--- config.mk ---
export PLATFORM = sky130hd
export DESIGN_NAME = ldpc_concat_scheduler
export DESIGN_NICKNAME = d
export VERILOG_FILES = /design/src/rtl/ldpc_concat_pkg.sv /design/src/rtl/ldpc_concat_out_monitor.sv /design/src/rtl/ldpc_concat_scheduler.sv
export SDC_FILE = /design/constraint.sdc
export NUM_CORES = 1
export LEC_CHECK = 0
export BUFFER_PORTS_ARGS = -buffer_cell sky130_fd_sc_hd__buf_2
export CORE_AREA = 2 2 173 175
export DETAILED_ROUTE_END_ITERATION = 8
export DIE_AREA = 0 0 175 177
export PLACE_DENSITY = 0.4
export SLEW_MARGIN = 25
export SYNTH_ARGS = -nofsm -noshare
export SYNTH_HDL_FRONTEND = slang
export SYNTH_SLANG_ARGS = --single-unit
--- constraint.sdc ---
create_clock -name i_clock -period 2.22 [get_ports i_clock]
set_clock_uncertainty 0.15 [all_clocks]
set_input_delay 0.111 -clock i_clock [delete_from_list [all_inputs] [get_ports i_clock]]
set_output_delay 0.111 -clock i_clock [all_outputs]
set_load 0.02 [all_outputs]
--- src/rtl/ldpc_concat_pkg.sv ---
// Shared types and sizing helpers for the LDPC concatenator scheduler.
// Default segment geometry matches one codeword of 144 bytes + 1x96b + 11x96b parity.
package ldpc_concat_pkg;

    typedef enum logic [2:0] {
        ST_IDLE  = 3'd0,
        ST_SEG1  = 3'd1,
        ST_SEG2  = 3'd2,
        ST_SEG3  = 3'd3,
        ST_DRAIN = 3'd4,
        ST_DONE  = 3'd5
    } state_t;

    localparam int DEF_WIDTH1     = 8;
    localparam int DEF_WIDTH2     = 96;
    localparam int DEF_WIDTH3     = 96;
    localparam int DEF_SEG1_WORDS = 144;
    localparam int DEF_SEG2_WORDS = 1;
    localparam int DEF_SEG3_WORDS = 11;
    localparam int DEF_CW_WIDTH   = 12;

    // Output bytes per codeword, with all segments expressed in WIDTH1 units.
    function automatic int cw_bytes(input int w1, input int w2, input int w3,
                                    input int s1, input int s2, input int s3);
        return s1 + (s2 * w2) / w1 + (s3 * w3) / w1;
    endfunction

    // Counter width able to hold 0 .. max_count-1, never narrower than one bit.
    function automatic int cnt_width(input int max_count);
        return (max_count > 1) ? $clog2(max_count) : 1;
    endfunction

endpackage

--- src/rtl/ldpc_concat_out_monitor.sv ---
// Counts concatenator output beats into whole codewords and flags any beat
// arriving when no more output is expected for the current frame.
module ldpc_concat_out_monitor
    import ldpc_concat_pkg::*;
#(
    parameter int CW_BYTES = 288,
    parameter int CW_WIDTH = DEF_CW_WIDTH
) (
    input  logic                i_clock,
    input  logic                i_reset,
    input  logic                i_clear,
    input  logic                i_active,
    input  logic                i_fire,
    input  logic [CW_WIDTH-1:0] i_target,
    output logic [CW_WIDTH-1:0] o_cw_count,
    output logic                o_overrun
);

    localparam int                BYTE_W    = cnt_width(CW_BYTES);
    localparam logic [BYTE_W-1:0] BYTE_LAST = BYTE_W'(CW_BYTES - 1);

    logic [BYTE_W-1:0]   byte_cnt_q, byte_cnt_d;
    logic [CW_WIDTH-1:0] cw_count_q, cw_count_d;
    logic                overrun_q,  overrun_d;

    always_ff @(posedge i_clock) begin
        if (i_reset) begin
            byte_cnt_q <= '0;
            cw_count_q <= '0;
            overrun_q  <= 1'b0;
        end else begin
            byte_cnt_q <= byte_cnt_d;
            cw_count_q <= cw_count_d;
            overrun_q  <= overrun_d;
        end
    end

    // A fire once the target is reached is flagged but not counted, so the
    // codeword count never runs past the frame length.
    always_comb begin
        byte_cnt_d = byte_cnt_q;
        cw_count_d = cw_count_q;
        overrun_d  = overrun_q;
        if (i_clear) begin
            byte_cnt_d = '0;
            cw_count_d = '0;
            overrun_d  = 1'b0;
        end else if (i_fire) begin
            if (!i_active || (cw_count_q == i_target)) begin
                overrun_d = 1'b1;
            end else if (byte_cnt_q == BYTE_LAST) begin
                byte_cnt_d = '0;
                cw_count_d = cw_count_q + CW_WIDTH'(1);
            end else begin
                byte_cnt_d = byte_cnt_q + BYTE_W'(1);
            end
        end
    end

    assign o_cw_count = cw_count_q;
    assign o_overrun  = overrun_q;

endmodule

--- src/rtl/ldpc_concat_scheduler.sv ---
// Sequences the three concatenator input streams one segment at a time per
// codeword and runs the start/busy/done/abort frame handshake.
module ldpc_concat_scheduler
    import ldpc_concat_pkg::*;
#(
    parameter int WIDTH1     = DEF_WIDTH1,
    parameter int WIDTH2     = DEF_WIDTH2,
    parameter int WIDTH3     = DEF_WIDTH3,
    parameter int SEG1_WORDS = DEF_SEG1_WORDS,
    parameter int SEG2_WORDS = DEF_SEG2_WORDS,
    parameter int SEG3_WORDS = DEF_SEG3_WORDS,
    parameter int CW_WIDTH   = DEF_CW_WIDTH
) (
    input  logic                i_clock,
    input  logic                i_reset,
    input  logic                i_start,
    input  logic [CW_WIDTH-1:0] i_num_codewords,
    input  logic                i_abort,
    output logic                o_busy,
    output logic                o_done,
    output logic                o_aborted,
    output logic                o_overrun,
    output logic [CW_WIDTH-1:0] o_cw_out_count,

    input  logic [WIDTH1-1:0]   i_first_data,
    input  logic                i_first_valid,
    output logic                o_first_ready,
    output logic [WIDTH1-1:0]   o_first_data,
    output logic                o_first_valid,
    input  logic                i_first_ready,

    input  logic [WIDTH2-1:0]   i_second_data,
    input  logic                i_second_valid,
    output logic                o_second_ready,
    output logic [WIDTH2-1:0]   o_second_data,
    output logic                o_second_valid,
    input  logic                i_second_ready,

    input  logic [WIDTH3-1:0]   i_third_data,
    input  logic                i_third_valid,
    output logic                o_third_ready,
    output logic [WIDTH3-1:0]   o_third_data,
    output logic                o_third_valid,
    input  logic                i_third_ready,

    input  logic                i_out_fire
);

    localparam int SEG_MAX12 = (SEG1_WORDS > SEG2_WORDS) ? SEG1_WORDS : SEG2_WORDS;
    localparam int SEG_MAX   = (SEG_MAX12 > SEG3_WORDS) ? SEG_MAX12 : SEG3_WORDS;
    localparam int BEAT_W    = cnt_width(SEG_MAX);
    localparam int CW_BYTES  = cw_bytes(WIDTH1, WIDTH2, WIDTH3,
                                        SEG1_WORDS, SEG2_WORDS, SEG3_WORDS);

    localparam logic [BEAT_W-1:0]   SEG1_LAST = BEAT_W'(SEG1_WORDS - 1);
    localparam logic [BEAT_W-1:0]   SEG2_LAST = BEAT_W'(SEG2_WORDS - 1);
    localparam logic [BEAT_W-1:0]   SEG3_LAST = BEAT_W'(SEG3_WORDS - 1);
    localparam logic [CW_WIDTH-1:0] CW_ONE    = CW_WIDTH'(1);

    state_t              state_q, state_d;
    logic [BEAT_W-1:0]   beat_cnt_q, beat_cnt_d;
    logic [CW_WIDTH-1:0] cw_rem_q, cw_rem_d;
    logic [CW_WIDTH-1:0] num_cw_q, num_cw_d;
    logic                aborted_q, aborted_d;
    logic [CW_WIDTH-1:0] cw_out_count;

    logic seg1_beat, seg2_beat, seg3_beat;
    logic seg1_last, seg2_last, seg3_last;
    logic any_beat, seg_last;
    logic start_accept, abort_take;

    assign seg1_beat = o_first_valid  & i_first_ready;
    assign seg2_beat = o_second_valid & i_second_ready;
    assign seg3_beat = o_third_valid  & i_third_ready;

    assign seg1_last = seg1_beat & (beat_cnt_q == SEG1_LAST);
    assign seg2_last = seg2_beat & (beat_cnt_q == SEG2_LAST);
    assign seg3_last = seg3_beat & (beat_cnt_q == SEG3_LAST);

    assign any_beat     = seg1_beat | seg2_beat | seg3_beat;
    assign seg_last     = seg1_last | seg2_last | seg3_last;
    assign start_accept = (state_q == ST_IDLE) & i_start & (i_num_codewords != '0);
    assign abort_take   = (state_q != ST_IDLE) & i_abort;

    always_ff @(posedge i_clock) begin
        if (i_reset) begin
            state_q <= ST_IDLE;
        end else begin
            state_q <= state_d;
        end
    end

    always_comb begin
        state_d   = state_q;
        aborted_d = 1'b0;
        case (state_q)
            ST_IDLE: begin
                if (i_start) begin
                    state_d = (i_num_codewords != '0) ? ST_SEG1 : ST_DONE;
                end
            end
            ST_SEG1: if (seg1_last) state_d = ST_SEG2;
            ST_SEG2: if (seg2_last) state_d = ST_SEG3;
            ST_SEG3: begin
                if (seg3_last) begin
                    state_d = (cw_rem_q == CW_ONE) ? ST_DRAIN : ST_SEG1;
                end
            end
            ST_DRAIN: if (cw_out_count == num_cw_q) state_d = ST_DONE;
            ST_DONE:  state_d = ST_IDLE;
            default:  state_d = ST_IDLE;
        endcase
        if (abort_take) begin
            state_d   = ST_IDLE;
            aborted_d = 1'b1;
        end
    end

    always_comb begin
        o_busy         = (state_q != ST_IDLE);
        o_done         = (state_q == ST_DONE) & ~i_abort;
        o_aborted      = aborted_q;
        o_first_valid  = i_first_valid  & (state_q == ST_SEG1);
        o_first_ready  = i_first_ready  & (state_q == ST_SEG1);
        o_second_valid = i_second_valid & (state_q == ST_SEG2);
        o_second_ready = i_second_ready & (state_q == ST_SEG2);
        o_third_valid  = i_third_valid  & (state_q == ST_SEG3);
        o_third_ready  = i_third_ready  & (state_q == ST_SEG3);
    end

    assign o_first_data  = i_first_data;
    assign o_second_data = i_second_data;
    assign o_third_data  = i_third_data;

    // Beat counter is shared by all three segments; an abort freezes every
    // counter until the next accepted start reloads them.
    always_ff @(posedge i_clock) begin
        if (i_reset) begin
            beat_cnt_q <= '0;
            cw_rem_q   <= '0;
            num_cw_q   <= '0;
            aborted_q  <= 1'b0;
        end else begin
            beat_cnt_q <= beat_cnt_d;
            cw_rem_q   <= cw_rem_d;
            num_cw_q   <= num_cw_d;
            aborted_q  <= aborted_d;
        end
    end

    always_comb begin
        beat_cnt_d = beat_cnt_q;
        cw_rem_d   = cw_rem_q;
        num_cw_d   = num_cw_q;
        if (start_accept) begin
            beat_cnt_d = '0;
            cw_rem_d   = i_num_codewords;
            num_cw_d   = i_num_codewords;
        end else if (!abort_take) begin
            if (any_beat) begin
                beat_cnt_d = seg_last ? '0 : beat_cnt_q + BEAT_W'(1);
            end
            if (seg3_last && (cw_rem_q != CW_ONE)) begin
                cw_rem_d = cw_rem_q - CW_ONE;
            end
        end
    end

    ldpc_concat_out_monitor #(
        .CW_BYTES (CW_BYTES),
        .CW_WIDTH (CW_WIDTH)
    ) u_out_monitor (
        .i_clock    (i_clock),
        .i_reset    (i_reset),
        .i_clear    (start_accept),
        .i_active   (state_q != ST_IDLE),
        .i_fire     (i_out_fire),
        .i_target   (num_cw_q),
        .o_cw_count (cw_out_count),
        .o_overrun  (o_overrun)
    );

    assign o_cw_out_count = cw_out_count;

endmodule

## Yosys cells after proc, flatten, opt, wreduce, memory -nomap -nowiden

Cells that the tools add are included.

| word-level totals | value |
|---|---|
| word-level logic and storage cells | 82 |
| output and inout bits | 222 |
| input bits | 223 |
| bits in registers | 58 |

| cells by class | value |
|---|---|
| add/subtract/negate cells | 4 |
| multiplexer cells | 14 |
| bitwise gates (word level) | 23 |
| reduce and logical (&&, ||, !) cells | 16 |
| equal/unequal tests | 17 |

Operators by type and width:

| cell | count |
|---|---|
| $mux W12 | 3 |
| $mux W3 | 7 |
| $and A1 B1 Y1 | 16 |
| $pmux W3 S5 | 1 |
| $add A12 B1 Y12 const B | 1 |
| $eq A12 B1 Y1 const B | 1 |
| $eq A12 B12 Y1 | 1 |
| $ne A12 B1 Y1 const B | 1 |
| $ne A2 B2 Y1 const B | 6 |
| $reduce_bool A12 Y1 | 1 |
| $sub A12 B1 Y12 const B | 1 |
| $add A9 B1 Y9 const B | 1 |
| $eq A9 B9 Y1 const B | 1 |
| $mux W9 | 1 |
| $add A8 B1 Y8 const B | 1 |
| $eq A8 B4 Y1 const B | 1 |
| $eq A8 B8 Y1 const B | 1 |
| $logic_not A8 Y1 | 1 |
| $mux W8 | 1 |
| $reduce_and A2 Y1 | 4 |
| $eq A3 B2 Y1 const B | 2 |
| $eq A3 B3 Y1 const B | 2 |
| $reduce_and A5 Y1 | 1 |
| $or A1 B1 Y1 | 4 |
| other kinds (11) | 14 |

## Logic depth before layout (Yosys ltp)

Gate-level depths: netlist of the first run.

| logic depth | value |
|---|---|
| word-level depth | 8 |
| gate-level depth with buffers | 7 |
| depth with buffers taken out | 7 |

## Hierarchy

Synthesis of the first run repeated with hierarchy kept, for this count alone.

| unflattened totals | value |
|---|---|
| cells, all modules | 603 |
| area total of the unflattened synthesis | 4824.6 µm² |

Modules (own cells, without submodules):

| module | cells an instance | area each (µm²) | seq. area each (µm²) | times used |
|---|---|---|---|---|
| ldpc_concat_scheduler | 452 | 3597.2 | 720.7 | 1 |
| ldpc_concat_out_monitor | 151 | 1227.4 | 440.4 | 1 |

## Least setup slack after synthesis of the first run

No wires, ideal clock.

| timing path | value |
|---|---|
| kind | register to register |
| start point | register state_q[1] |
| end point | register beat_cnt_q[0] |
| data arrival time | 2.329 ns |
| setup slack | -0.379 ns |
| setup time | 0.120 ns |
| period minus slack after synthesis | 2.599 ns |
| stages on the path, launching flop included | 7 |
| cell sequence | dfxtp_1 > buf_2 > nor4bb_1 > a32oi_1 > a21oi_1 > a21o_1 > nor2_1 |

| on the way | value |
|---|---|
| word-level cells in the longest chain between the ends | 7 |

RTL lines:

| what | line | text |
|---|---|---|
| start: declaration | ldpc_concat_scheduler.sv:60 | `state_t state_q, state_d;` |
| start signal: assignment | ldpc_concat_scheduler.sv:89 | `state_q <= state_d;` |
| $eq A3 B1 Y1 * | ldpc_concat_scheduler.sv:123 | `o_first_valid = i_first_valid & (state_q == ST_SEG1);` |
| $and A1 B1 Y1 * | ldpc_concat_scheduler.sv:123 |  |
| named net o_first_valid | ldpc_concat_scheduler.sv:29 | `output logic o_first_valid,` |
| $and A1 B1 Y1 * | ldpc_concat_scheduler.sv:72 | `assign seg1_beat = o_first_valid & i_first_ready;` |
| $and A1 B1 Y1 | ldpc_concat_scheduler.sv:76 | `assign seg1_last = seg1_beat & (beat_cnt_q == SEG1_LAST);` |
| $or A1 B1 Y1 (2 in series) | ldpc_concat_scheduler.sv:81 | `assign seg_last = seg1_last \| seg2_last \| seg3_last;` |
| $mux W8 | ldpc_concat_scheduler.sv:161 | `beat_cnt_d = seg_last ? '0 : beat_cnt_q + BEAT_W'(1);` |
| end signal: assignment | ldpc_concat_scheduler.sv:144 | `beat_cnt_q <= beat_cnt_d;` |
| end: declaration | ldpc_concat_scheduler.sv:61 | `logic [BEAT_W-1:0] beat_cnt_q, beat_cnt_d;` |

The timed path passes the listed nets; every way through them passes the cells marked *.
A chain may end at the register's enable or synchronous reset.

## Final worst setup path of the first run

| timing path | value |
|---|---|
| start point | register beat_cnt_q[0] |
| end point | register cw_rem_q[5] |

| on the way | value |
|---|---|
| word-level cells in the longest chain between the ends | 5 |

RTL lines:

| what | line | text |
|---|---|---|
| $eq A8 B4 Y1 | ldpc_concat_scheduler.sv:78 | `assign seg3_last = seg3_beat & (beat_cnt_q == SEG3_LAST);` |
| $and A1 B1 Y1 | ldpc_concat_scheduler.sv:78 |  |
| $logic_and A1 B1 Y1 | ldpc_concat_scheduler.sv:163 | `if (seg3_last && (cw_rem_q != CW_ONE)) begin` |
| $reduce_bool A2 Y1 (no line) | - |  |
| $reduce_and A2 Y1 (no line) | - |  |
| end signal: assignment | ldpc_concat_scheduler.sv:145 | `cw_rem_q <= cw_rem_d;` |
| end: declaration | ldpc_concat_scheduler.sv:62 | `logic [CW_WIDTH-1:0] cw_rem_q, cw_rem_d;` |

No other way between the ends.

==> results of run 1 <==
==> synth_stat cells, types with 2 or more instances <==
cell,n
inv_1,7
clkbuf_1,14
a21oi_1,36
or4_1,12
nand3b_1,2
nand3_1,16
nand2_1,42
and2_1,6
a211oi_1,8
a21o_1,2
dfxtp_1,58
or3_1,14
buf_4,200
o31ai_1,6
ha_1,7
o21ai_0,14
xnor2_1,24
nor3_1,7
nand4_1,19
and4b_1,3
buf_2,5
a311oi_1,4
nor4_1,6
o311a_1,2
and3_1,5
nor2_1,28
mux2i_1,4
xor2_1,2
nor4bb_1,4
and4_1,4
==> metal layers <==
layer	vias up	global-route usage, %	part of all wire, %
met4	2	7.01	7.5
met2	148	12.2	43
met5	-	0	0.099
met3	113	3.91	8.5
met1	1586	9.45	41
li1	1659	-	-
==> power breakdown <==
group | switching (W) | internal, W
logic | 0.000259 | 0.000184
clock network | 0.000485 | 0.000889
registers | 0.0000366 | 0.00109
total | 0.000781 | 0.00216
==> what timing repair did <==
action                                 in CTS  in global routing
gates resized for setup                     0                  5
hold buffers                                9                  0
setup endpoints to repair                   0                  5
endpoints found under the hold margin      14                  0
setup buffers                               0                  1
==> final cells by class <==
cell class / instances / share of cell area, %
multi-input cells: 306 / 43.3
flip-flops and latches: 58 / 24.7
repair buffers: 103 / 14.9
well taps: 390 / 10.4
clock buffers: 12 / 5.25
clock inverters: 3 / 0.853
inverters: 8 / 0.639
==> logic make-up (layout without fill, tap and decap cells) <==
family	Yosys count	in the layout
and+or+nand+nor	181	181
xor gates and xnor gates	26	26
buffers and inverters	227	126
muxes	4	4
DFF	58	58
AOI/OAI and AO/OA	88	88
adders and majority gates	7	7
==> through the flow <==
stage | instances | hold slack (ps) | TNS (ps) | setup slack [ps]
after detailed placement | 855 | 72.1 | -36.2 | -36.2
after CTS | 879 | 5.91 | 0 | 96.5
after global placement | 855 | 72.1 | -34.0 | -34.0
final | 880 | 10.2 | 0 | 144
after global routing | 880 | 17.6 | 0 | 7.30
after floorplan | 591 | 97.0 | 0 | 37.2
==> worst min-delay path, delay by kind of cell <==
| kind | cells | cell delay (ps) |
|---|---|---|
| AND/OR/NAND/NOR | 1 | 40 |
| buffers and inverters | 2 | 190 |
| AO/OA/AOI/OAI | 1 | 100 |
==> state kept, by name, summed over array words and instances, names as in the netlist <==
register	cells
o_aborted	1
state_q	3
u_out_monitor.o_overrun	1
u_out_monitor.o_cw_count	12
beat_cnt_q	8
num_cw_q	12
cw_rem_q	12
u_out_monitor.byte_cnt_q	9
==> path summary, 6_finish.rpt <==
check,start,end
worst max register to register,beat_cnt_q[0],cw_rem_q[5]
worst max-delay path,beat_cnt_q[0],cw_rem_q[5]
worst min register to register,u_out_monitor.o_overrun,u_out_monitor.o_overrun
worst min-delay path,i_num_codewords[4],num_cw_q[4]
==> flow_metrics.py, run 1 <==
metrics = {
    "flow_run": {
        "drv_cap": 0,
    },
    "clock_network": {
        "numCtsBuffers": 9,
        "cts_tree": "built",
        "numClockSinks": 58,
        "cts-root-buf": "clkbuf_16",
        "max-clock-path-buffers": 2,
        "htree_levels": 3,
        "clkLatencyLatePin_ps": 330,
        "clkTransAtPathRegs_ps": 50,
    },
    "synth": {
        "synth-simple-area-share_pct": 21.9,
        "synthDominantCellAreaShare_pct": 31.6,
        "synth_compound_area_share_pct": 12.5,
        "synth_top_family_by_area": "buffers and inverters",
        "synthTopCellsByArea": "buf_4, dfxtp_1, xnor2_1",
        "synth_area_sq_mm": 0.00476,
        "synthXorXnorAreaFrac_pct": 4.79,
        "synth_edf_count": 0,
        "yosysSeqAreaShare_pct": 24.4,
        "synth_fp_nets": 821,
        "synthFlopType": "dfxtp_1",
        "synthMuxAreaShare_pct": 0.841,
        "yosysWarnings": 0,
        "ys_ff_latch": 58,
        "avgSynthCellArea_sq_um": 8.05,
        "synthCells": 591,
        "async_flop_share_pct": 0,
        "synth_top_area_cell": "buf_4",
        "synth_cell_types": 60,
        "synthAdderAreaFrac_pct": 1.84,
    },
    "worst_setup_path": {
        "crit_required_ps": 2310,
        "crit_buf_inv": 1,
        "rrSetupSlack_ps": 140,
        "cp_top_family": "simple AND/OR/NAND/NOR gates",
        "cp-end-kind": "flip-flop",
        "cp_slowest_cell": "or4_4",
        "cp-start-kind": "flip-flop",
        "crit_path_max_fanout": 4,
        "path_class": "flip-flop to flip-flop",
        "reg2reg_depth": 7,
        "arrival_ps": 2170,
        "cp.depth": 7,
        "max_stage_delay_ps": 430,
        "crit_chain": "inv_1, ha_1, nor4bb_1, and4_2, nand4_4, or4_4, a311oi_2",
    },
    "sta": {
        "finalSetupViolations": 0,
        "rsz0062_at_grt": "false",
        "timing.final.crit_period_ps": 2080,
        "slew_violations": 0,
        "hold_viol_final": 0,
        "final.period_utilization_pct": 93.5,
        "tightest_slew_ps": 505,
        "max_freq_ghz": 0.482,
        "slew_headroom_pct": 66.3,
    },
    "power_and_ir_drop": {
        "vdd_ir_drop_max_uv": 396,
        "power_leakage_nw": 1.68,
        "powerDensity_mw_per_mm2": 626,
        "power_w": 0.00294,
    },
    "drt": {
        "routed-via-count": 3508,
        "first_pass_iters": 4,
        "drc_errors": 0,
        "first_iter_violations": 164,
        "vias_per_cell": 3.99,
        "antenna_left": 0,
        "post_drt_wl_per_cell_microns": 14.9,
        "postRouteWirelength_mm": 13.1,
    },
    "die": {
        "ioPinCount": 445,
        "die_h_microns": 177,
        "die-area_sq_mm": 0.0310,
        "initial_utilization_pct": 16.3,
        "rows": 63,
        "core_area_sq_mm": 0.0292,
        "die_w_microns": 175,
    },
    "global_route": {
        "grt_max_degree": 32,
        "grt_usage_pct": 8.45,
        "grt_pass1_wl_mm": 20.1,
        "overflow": 0,
        "grt_antenna_before_repair": 1,
        "grt_pass1_vias": 3428,
    },
    "final_layout": {
        "design_area_sq_mm": 0.00470,
        "seq_area_sq_mm": 0.00116,
        "drive_gt1_share_pct": 25.5,
        "final_common_cell": "dfxtp_1",
        "nFillCells": 3277,
        "final_util_pct": 16.1,
        "area_growth_pct": -1.31,
        "diodes": 0,
        "multiInputGateArea_sq_mm": 0.00203,
        "final_nets": 716,
        "final_cell_mix": "dfxtp_1, buf_4, buf_2",
    },
    "placement": {
        "place_congestion": 0.756,
        "place_area_sq_mm": 0.00429,
        "portBuffers": 44,
        "hpwl_mm": 10.2,
    },
    "worst_hold_path": {
        "holdPathStages": 4,
        "worstHoldPathType": "input pin to flip-flop",
    },
    "status": {
        "status": "complete, no violations",
    },
}
No activity file was read; power rests on OpenSTA's default activity.
==> inputs of run 2 (changes only) <==
--- a/config.mk
+++ b/config.mk
@@ -6,11 +6,11 @@
 export NUM_CORES = 1
 export LEC_CHECK = 0
 export BUFFER_PORTS_ARGS = -buffer_cell sky130_fd_sc_hd__buf_2
-export CORE_AREA = 2 2 173 175
+export CORE_AREA = 2 2 175 177
 export DETAILED_ROUTE_END_ITERATION = 8
-export DIE_AREA = 0 0 175 177
-export PLACE_DENSITY = 0.4
-export SLEW_MARGIN = 25
+export DIE_AREA = 0 0 177 179
+export PLACE_DENSITY = 0.39
+export SLEW_MARGIN = 20
 export SYNTH_ARGS = -nofsm -noshare
 export SYNTH_HDL_FRONTEND = slang
 export SYNTH_SLANG_ARGS = --single-unit
==> run 2 against run 1 <==
Compared with the run above:
- power decreased by 3.2%
- non-clock buffer count unchanged
- clock power decreased by 9%
- first-iteration DRC count increased by 0.61%
- combinational power increased by 5.0%
==> flow_metrics.py, run 2 (synthesis results as in run 1) <==
metrics = {
    "drt": {
        "postRouteWirelength_mm": 13.7,
        "vias_per_cell": 3.91,
        "drc_errors": 0,
        "antenna_left": 0,
        "routed-via-count": 3472,
        "post_drt_wl_per_cell_microns": 15.5,
        "first_iter_violations": 165,
        "first_pass_iters": 4,
    },
    "power_and_ir_drop": {
        "powerDensity_mw_per_mm2": 602,
        "power_leakage_nw": 1.70,
        "vdd_ir_drop_max_uv": 430,
    },
    "final_layout": {
        "drive_gt1_share_pct": 26.3,
        "area_growth_pct": -0.684,
        "nFillCells": 3389,
        "final_util_pct": 15.7,
        "final_nets": 716,
        "final_common_cell": "dfxtp_1",
        "final_cell_mix": "dfxtp_1, buf_4, buf_2",
    },
    "sta": {
        "final.period_utilization_pct": 93.8,
        "timing.final.crit_period_ps": 2080,
        "max_freq_ghz": 0.480,
        "hold_slack_ps": 31.8,
        "slew_headroom_pct": 64.9,
        "setup_tns_ps": 0,
        "finalSetupViolations": 0,
        "hold_viol_final": 0,
        "rsz0062_at_grt": "false",
        "slew_violations": 0,
        "tightest_slew_ps": 526,
        "setup_ws_ps": 138,
    },
    "worst_setup_path": {
        "arrival_ps": 2170,
        "crit_path_max_fanout": 4,
        "reg2reg_depth": 7,
        "crit_required_ps": 2310,
        "r2r-start": "beat_cnt_q[0]",
        "crit_chain": "inv_1, ha_1, nor4bb_1, and4_2, nand4_4, or4_1, a311oi_1",
        "cp-start-kind": "flip-flop",
        "r2r-end": "cw_rem_q[5]",
        "max_stage_delay_ps": 420,
        "cp-end-kind": "flip-flop",
        "cp_slowest_cell": "or4_1",
        "path_class": "flip-flop to flip-flop",
        "rrSetupSlack_ps": 140,
        "crit_path_start": "beat_cnt_q[0]",
    },
    "clock_network": {
        "cts-root-buf": "clkbuf_16",
        "htree_levels": 3,
        "max-clock-path-buffers": 2,
        "cts_tree": "built",
        "clkTransAtPathRegs_ps": 60,
        "clkLatencyLatePin_ps": 330,
        "numClockSinks": 58,
        "numCtsBuffers": 9,
    },
    "worst_hold_path": {
        "hold_path_end": "cw_rem_q[10]",
        "worstHoldPathType": "input pin to flip-flop",
        "holdPathStages": 3,
        "worstHoldStart": "i_num_codewords[10]",
    },
    "die": {
        "die-area_sq_mm": 0.0317,
        "core_area_sq_mm": 0.0300,
        "rows": 64,
        "ioPinCount": 445,
        "die_h_microns": 179,
        "initial_utilization_pct": 15.8,
        "die_w_microns": 177,
    },
    "global_route": {
        "overflow": 0,
        "grt_usage_pct": 8.55,
        "grt_max_degree": 22,
        "grt_pass1_wl_mm": 20.4,
        "grt_antenna_before_repair": 3,
        "grt_pass1_vias": 3476,
    },
    "flow_run": {
        "drv_cap": 0,
    },
    "status": {
        "status": "complete, no violations",
    },
    "placement": {
        "portBuffers": 44,
        "place_congestion": 0.752,
        "hpwl_mm": 10.6,
        "post-place-ws_ps": 35.1,
    },
}
[run 2: worst max-delay path by stage]
stage,slack [ps],cells past startpoint,end
after floorplan,40,5,cw_rem_q[5]
after global placement,40,5,cw_rem_q[4]
after detailed placement,40,6,cw_rem_q[7]
after CTS,30,8,cw_rem_q[9]
after global routing,0.8,7,cw_rem_q[5]
final,140,7,cw_rem_q[5]
[run 2: stage by stage]
stage	power, W	instances	cell area [sq um]
5_1_grt	0.00298	886	4720
3_5_place_dp	0.00158	858	4270
3_3_place_gp	0.00158	858	4270
4_1_cts	0.00287	884	4640
6_report	0.00284	888	4730
2_1_floorplan	0.00191	591	4770
[run 2: power breakdown]
group,switching (W),leakage [nW],internal (W)
clock,0.000515,0.127,0.000739
sequential,0.0000396,0.472,0.00108
combinational,0.000264,1.10,0.000201
[run 2: timing repair]
action,CTS,global route
setup endpoints to repair,0,19
endpoints found under the hold margin,16,0
resized for setup,0,14
setup buffers,0,3
hold buffers,11,0
[run 2: routing by layer]
| layer | global-route usage, % | vias to the layer above | share of wire, % |
|---|---|---|---|
| met5 | 0 | - | 0.095 |
| met4 | 7.89 | 2 | 7.9 |
| met3 | 3.71 | 104 | 8.9 |
| met2 | 12.5 | 148 | 43 |
| met1 | 9.25 | 1553 | 40 |
| li1 | - | 1665 | - |
[run 2: layout make-up]
class,count,area (sq um),share of cell area (%)
flip-flops and latches,58,1160,24.6
clock inverters,6,35.0,0.741
diodes,2,5.00,0.106
well taps,396,495,10.5
clock buffers,9,225,4.77
inverters,8,30.0,0.635
repair buffers,103,718,15.2
multi-input cells,306,2060,43.5
[run 2: worst max-delay path, delay by kind of cell, from the launching register on]
| kind | cells | cell delay (ps) |
|---|---|---|
| compound gates | 1 | 270 |
| buf+inv | 1 | 70 |
| simple gates | 4 | 1050 |
| flops | 1 | 310 |
| fa+ha+maj | 1 | 150 |
